### src/rtl/mem_arbiter.sv
// Two-port (instruction fetch / data) arbiter in front of a single-port memory.
// Optional build macro MEM_ARB_RR_EN: alternating grant on contention instead of data-first priority.
module mem_arbiter #(
    parameter int AW   = 30,
    parameter int DW   = 32,
    parameter int WAIT = 2
) (
    input  logic          clk_i,
    input  logic          rst_ni,
    input  logic          halt_i,
    input  logic          if_req_i,
    input  logic [AW-1:0] if_addr_i,
    output logic          if_gnt_o,
    output logic          if_valid_o,
    output logic [DW-1:0] if_rdata_o,
    input  logic          d_req_i,
    input  logic          d_we_i,
    input  logic [AW-1:0] d_addr_i,
    input  logic [DW-1:0] d_wdata_i,
    output logic          d_gnt_o,
    output logic          d_valid_o,
    output logic [DW-1:0] d_rdata_o,
    output logic          mem_en_o,
    output logic          mem_we_o,
    output logic [AW-1:0] mem_addr_o,
    output logic [DW-1:0] mem_wdata_o,
    input  logic [DW-1:0] mem_rdata_i,
    output logic          busy_o
);

    typedef enum logic [1:0] {S_IDLE = 2'd0, S_ACCESS = 2'd1, S_RESP = 2'd2} state_e;

    localparam logic [3:0] LAST_CNT = 4'(WAIT - 1);

    state_e          state_q, state_d;
    logic [3:0]      cnt_q, cnt_d;
    logic            owner_q, owner_d;   // 1 = data port owns the transaction
    logic            last_q, last_d;     // 1 = data port was granted last
    logic            we_q, we_d;
    logic [AW-1:0]   addr_q, addr_d;
    logic [DW-1:0]   wdata_q, wdata_d;
    logic [DW-1:0]   if_rdata_q, if_rdata_d;
    logic [DW-1:0]   d_rdata_q, d_rdata_d;

    logic            idle_s, fetch_elig_s, data_elig_s, pick_data_s;
    logic            gnt_f_s, gnt_d_s, gnt_any_s;

    // Grant selection, only while idle and out of reset
    always_comb begin
        idle_s       = (state_q == S_IDLE) && rst_ni;
        fetch_elig_s = if_req_i && !halt_i;
        data_elig_s  = d_req_i;
`ifdef MEM_ARB_RR_EN
        pick_data_s  = data_elig_s && (!fetch_elig_s || !last_q);
`else
        pick_data_s  = data_elig_s;
`endif
        gnt_d_s      = idle_s && pick_data_s;
        gnt_f_s      = idle_s && fetch_elig_s && !pick_data_s;
        gnt_any_s    = gnt_d_s || gnt_f_s;
    end

    // State register
    always_ff @(posedge clk_i or negedge rst_ni) begin
        if (!rst_ni) begin
            state_q <= S_IDLE;
        end else begin
            state_q <= state_d;
        end
    end

    // Next-state logic
    always_comb begin
        state_d = state_q;
        case (state_q)
            S_IDLE:   state_d = gnt_any_s ? S_ACCESS : S_IDLE;
            S_ACCESS: state_d = (cnt_q == LAST_CNT) ? S_RESP : S_ACCESS;
            S_RESP:   state_d = S_IDLE;
            default:  state_d = S_IDLE;
        endcase
    end

    // Datapath next-state: latch the winner's request, count access cycles, capture read data
    always_comb begin
        cnt_d      = cnt_q;
        owner_d    = owner_q;
        last_d     = last_q;
        we_d       = we_q;
        addr_d     = addr_q;
        wdata_d    = wdata_q;
        if_rdata_d = if_rdata_q;
        d_rdata_d  = d_rdata_q;
        if (gnt_any_s) begin
            cnt_d   = 4'd0;
            owner_d = gnt_d_s;
            last_d  = gnt_d_s;
            we_d    = gnt_d_s && d_we_i;
            addr_d  = gnt_d_s ? d_addr_i : if_addr_i;
            wdata_d = gnt_d_s ? d_wdata_i : '0;
        end else if (state_q == S_ACCESS) begin
            cnt_d = cnt_q + 4'd1;
            if ((cnt_q == LAST_CNT) && !we_q) begin
                if (owner_q) begin
                    d_rdata_d = mem_rdata_i;
                end else begin
                    if_rdata_d = mem_rdata_i;
                end
            end else begin
                d_rdata_d = d_rdata_q;
            end
        end else begin
            cnt_d = cnt_q;
        end
    end

    // Datapath registers
    always_ff @(posedge clk_i or negedge rst_ni) begin
        if (!rst_ni) begin
            cnt_q      <= 4'd0;
            owner_q    <= 1'b1;
            last_q     <= 1'b1;
            we_q       <= 1'b0;
            addr_q     <= '0;
            wdata_q    <= '0;
            if_rdata_q <= '0;
            d_rdata_q  <= '0;
        end else begin
            cnt_q      <= cnt_d;
            owner_q    <= owner_d;
            last_q     <= last_d;
            we_q       <= we_d;
            addr_q     <= addr_d;
            wdata_q    <= wdata_d;
            if_rdata_q <= if_rdata_d;
            d_rdata_q  <= d_rdata_d;
        end
    end

    // Outputs decoded from state; memory bus is quiet outside ACCESS
    always_comb begin
        if_gnt_o    = gnt_f_s;
        d_gnt_o     = gnt_d_s;
        busy_o      = (state_q != S_IDLE);
        mem_en_o    = 1'b0;
        mem_we_o    = 1'b0;
        mem_addr_o  = '0;
        mem_wdata_o = '0;
        if_valid_o  = 1'b0;
        d_valid_o   = 1'b0;
        if (state_q == S_ACCESS) begin
            mem_en_o    = 1'b1;
            mem_we_o    = we_q;
            mem_addr_o  = addr_q;
            mem_wdata_o = wdata_q;
        end else if (state_q == S_RESP) begin
            if_valid_o = !owner_q;
            d_valid_o  = owner_q;
        end else begin
            mem_en_o = 1'b0;
        end
        if_rdata_o = if_rdata_q;
        d_rdata_o  = d_rdata_q;
    end

endmodule
### config.mk
export PLATFORM = sky130hd
export DESIGN_NAME = mem_arbiter
export DESIGN_NICKNAME = d
export VERILOG_FILES = /design/src/rtl/mem_arbiter.sv
export SDC_FILE = /design/constraint.sdc
export NUM_CORES = 1
export LEC_CHECK = 0
export ABC_AREA = 1
export CORE_MARGIN = 1
export CORE_UTILIZATION = 43
export DETAILED_ROUTE_END_ITERATION = 10
export GPL_TIMING_DRIVEN = 0
export PLACE_DENSITY = 0.86
export SLEW_MARGIN = 40
export SYNTH_ARGS = -nofsm -noshare
export SYNTH_HDL_FRONTEND = slang
export SYNTH_SLANG_ARGS = --single-unit
### constraint.sdc
create_clock -name clk_i -period 2 [get_ports clk_i]
set_clock_uncertainty 0.2 [all_clocks]
set_input_delay 0.5 -clock clk_i [delete_from_list [all_inputs] [get_ports clk_i]]
set_output_delay 0.5 -clock clk_i [all_outputs]
set_load 0.03 [all_outputs]
# Yosys cells after proc, flatten, opt, wreduce, memory -nomap -nowiden
# Index checks and enable logic that the tools add are counted.
dict set report op_classes {
  addsub 1
  eq_ne 3
  mux 15
  bitwise 2
  reduce_logical 17
}
# op n
set op_table {}
lappend op_table {{2-to-1 mux 32 bit} 2}
lappend op_table {{2-to-1 mux 30 bit} 2}
lappend op_table {{2-to-1 mux 4 bit} 2}
lappend op_table {{AND reduction 4 bit} 2}
lappend op_table {{logical AND 1 bit} 7}
lappend op_table {{2-to-1 mux 1 bit} 7}
lappend op_table {{adder 4 x 1 -> 4 bit, second input constant} 1}
lappend op_table {{== test 4 x 1 -> 1 bit, second input constant} 1}
lappend op_table {{zero test 1 bit} 4}
lappend op_table {{case mux 2 bit (2 select lines)} 1}
lappend op_table {{nonzero test 2 bit} 2}
lappend op_table {{== test 2 x 1 -> 1 bit, second input constant} 1}
lappend op_table {{== test 2 bit, second input constant} 1}
lappend op_table {{zero test 2 bit} 1}
lappend op_table {{2-to-1 mux 2 bit} 1}
lappend op_table {{NOT 1 bit} 2}
lappend op_table {{logical OR 1 bit} 1}
dict set report word_totals {
  regBits 134
  in_bits 130
  output_inout_bits 133
  wordCells 46
}

# Depth between registers and ports, before layout
dict set report depth {
  ltp_word 7
  mapped_depth 8
  ltp_nobuf 7
}

# Least setup slack after synthesis
# Ideal clock, no wire load.
dict set report synth_timing {
  path_type {flip-flop to output port}
  start {reg state_q[1]}
  end {out mem_addr_o[0]}
  arrival_time_ps 1373
  required_time_ps 1300
  setup_slack_ps -73
  stages_incl_launch_ff 6
  n_path_buf 2
  path_cell_list {dfrtp_1 > inv_1 > nand2_2 > buf_2 > buf_2 > nor2_1}
}
dict set report synth_via {
  elab_chain_len 2
}
# element line_no
set synth_lines {}
lappend synth_lines {{from (decl)} 35} ;# state_e state_q, state_d;
lappend synth_lines {{from (signal assigned)} 68} ;# state_q <= state_d;
lappend synth_lines {{== test 2 x 1 -> 1 bit} 150} ;# if (state_q == S_ACCESS) begin
lappend synth_lines {{2-to-1 mux 30 bit} 150}
lappend synth_lines {{to (decl)} 25} ;# output logic [AW-1:0] mem_addr_o,
# No other way between the ends.

# Worst setup path after layout
dict set report layout_timing {
  start {reg state_q[1]}
  end {out if_gnt_o}
}
dict set report layout_via {
  elab_chain_len 4
}
# element line_no
set layout_lines {}
lappend layout_lines {{zero test 2 bit} 50} ;# idle_s = (state_q == S_IDLE) && rst_ni;
lappend layout_lines {{logical AND 1 bit} 50}
lappend layout_lines {{logical AND 1 bit (2 in series)} 59} ;# gnt_f_s = idle_s && fetch_elig_s && !pick_data_s;
lappend layout_lines {{to (decl)} 13} ;# output logic if_gnt_o,
# No other way between the ends.

==> metrics <==
status=complete, but fails checks; violated checks=negative setup slack; Initial DRT Pass Iterations=5; first-pass GRT wire length=~32 mm; share of cells above drive strength 1=0.235; DP HPWL=13.8 mm; Hold WC Path Type=primary input to asynchronous set/reset pin; crit-path cells=buf_4 > nor2_4 > nand3_2 > nor2_1 > buf_4; RSZ-0062 raised after global routing=yes; Fillers=935; row cnt=43; Max Freq=435 MHz; YS warnings=0; power per cell area=around 1700 nW/um^2; Tmin final=2.30 ns; MaxCap Viol Count=0; CTS tree=done; Synth cell types=23; Slew headroom=0.669; gpl congestion=roughly 0.84; critical path depth in cells=5; Inserted Diodes=0; Via density=5.08; worst path bufs/invs=2; Crit. End Element=primary output; Clock Latency Late Sink=0.42 ns; kind of critical path=register to primary output; IO Port Bufs=262; clk buf depth=2; Total GRT Usage=0.287; placed cell areas=9050 um^2; CTS Buf Count=17; Clock H-tree levels=4; Avg Inst Size Synth=7.83 um^2; main combinational cell family by area after synthesis=simple AND/OR/NAND/NOR gates; GRT overflow=0; register area share after synthesis=0.545; full die area=14800 um^2; XOR/XNOR share of the synthesized area=0.00142; hold slack=0.0388 ns; Initial DRC Count=466; final WL=22.4 mm; root buffer cell=clkbuf_16; worst vdd ir=0.000925 V; CP max FO=3; pin count of the biggest net entering global routing=36; area share of the largest cell type after synthesis=0.540; Post-Layout Cell Count=1285; CTS sink count=134; period utilization=1.15; top cell family by delay on the critical path=simple AND/OR/NAND/NOR gates; core area=13900 um^2; FF-to-FF path depth=10; Routed WL per cell=approximately 17 um; critical path's most frequent cell=buf_4; CP max stage cell=dfrtp_1; Die H=about 120 um; Area Overhead vs Synth=71.8%; Slew @ Worst Pin=between 0.4 and 0.5 ns; cell area after synthesis=6160 um^2; CP peak stage delay=roughly 0.4 ns; syn nets=between 900 and 1000; CP arrival=1.60 ns; mux share of post-synthesis cell area=0; largest area contributor in the netlist=dfrtp_1; Synth Area in Simple Gates=0.302; vias=6528; Synth area leaders=dfrtp_1, nand2_1, nor2_1; # nets final=1225; static leakage=approximately 5.0 nW; antenna violations before repair=0; # setup viols final=84; worst endpoint required time=1.30 ns; ANT nets after route=0; Max Slew Vio Count=0; Initial Utilization=0.442; Final Instance Area=between 10000 and 15000 um^2; clock-pin slew on the worst setup and hold paths=0.06 ns; Adder-Cell Fraction of Synth Area=0.00406; fin worst setup slack=-0.301 ns; Synth Instances=787; I/O Pins=263; vias in the first global route=between 6000 and 7000; Yosys reg bits=134; compound-gate portion of the synthesized area=0.0658; drt drc=0; die width=between 100 and 150 um; placed insts=1230; critical path launch point type=register; Fin. Hold Viols=0
-- routing by layer --
| layer | part of all wire | vias to the layer above | wire (um) | track usage |
|---|---|---|---|---|
| met2 | 0.50 | 356 | 11200 | 0.466 |
| met3 | 0.070 | 84 | 1560 | 0.0651 |
| met4 | 0.051 | 0 | 1140 | 0.147 |
| li1 | - | 3004 | - | - |
| met5 | 0 | - | 0 | 0 |
| met1 | 0.38 | 3084 | 8500 | 0.358 |
-- synth_stat cells --
library cell    n
or2_2           2
nor2_2          1
dfrtp_1       133
inv_2           2
nor3_1         34
nor2_1        134
buf_6           1
nand4_2         2
nor2_4          3
buf_4           9
xor2_1          1
inv_1          69
o21ai_2        20
ha_1            2
nand3_1         4
clkbuf_2        1
nand2_2         1
buf_2          22
clkbuf_1       12
dfstp_2         1
nand2_1       286
o21ai_0        46
nand3_2         1
-- worst min-delay path, stage by stage --
cell and delay [ns]:
buf_16 0.08, buf_12 0.10, buf_16 0.12
-- worst paths after layout --
kind,start,end,slack [ns]
max in group asynchronous,rst_ni,if_rdata_o[30],0.77
min in group clk_i,addr_q[12],addr_q[12],0.28
worst min-delay path,rst_ni,owner_q,0.04
worst max-delay path,state_q[1],if_gnt_o,-0.30
worst max register to register,state_q[1],addr_q[28],-0.03
worst min register to register,addr_q[12],addr_q[12],0.28
-- repair_timing --
| action | in CTS | in global routing |
|---|---|---|
| hold endpoints to repair | 99 | 0 |
| gates resized for setup | 576 | 149 |
| buffers inserted | 6 | 8 |
| setup endpoints to repair | 197 | 117 |
| gates cloned | 2 | 2 |
| pin swaps | 0 | 4 |
| hold buffers | 8 | 0 |
-- flip-flops by register name, summed over array words and instances (netlist names) --
register	flops
addr_q	30
cnt_q	4
d_rdata_o	32
if_rdata_o	32
owner_q	1
state_q	2
wdata_q	32
we_q	1
-- where the power goes --
group          switching (mW)  internal, mW
Sequential              0.672          4.04
Clock                    1.22          1.86
Combinational            6.66          3.86
-- metrics by stage --
step / worst slack (ns) / TNS [ns] / util / power (mW)
global route: -0.359 / -23.06 / 0.760 / 19.3
detailed placement: -1.45 / -81.17 / 0.649 / 13.6
CTS: -0.303 / -18.84 / 0.713 / 16.8
floorplan: -0.0734 / -4.41 / - / 9.84
finish: -0.301 / -18.12 / 0.760 / 18.3
global placement: -6.50 / -1125.29 / 0.647 / 13.4
-- logic make-up after synthesis --
| kind of cell | Yosys count |
|---|---|
| simple gates | 468 |
| flops | 134 |
| buf+inv | 116 |
| compound gates | 66 |
| fa+ha+maj | 2 |
| xor+xnor | 1 |
-- area by class of cell --
class / count / area, um^2 / area share
flip-flops and latches: 134 / 3360 / 0.317
repair buffers: 288 / 3020 / 0.285
multi-input cells: 537 / 2750 / 0.260
clock buffers: 20 / 447 / 0.0422
plain buffers: 44 / 385 / 0.0364
inverters: 71 / 272 / 0.0256
well taps: 180 / 225 / 0.0213
clock inverters: 11 / 126 / 0.0119
-- layout by cell type, fill, tap and decap left out, types with 4 or more instances in the layout --
master,n
clkbuf_16,19
nor3_1,32
inv_2,4
clkdlybuf4s50_1,128
inv_1,66
dlygate4sd2_1,64
nor2_1,73
clkbuf_2,4
o21ai_0,46
o21ai_2,20
clkbuf_1,11
nand2_1,285
nor2_2,16
buf_12,13
buf_6,75
buf_2,8
dfrtp_1,132
nor2_4,49
buf_4,20
clkinvlp_4,4
(Power assumes the default switching activity.)
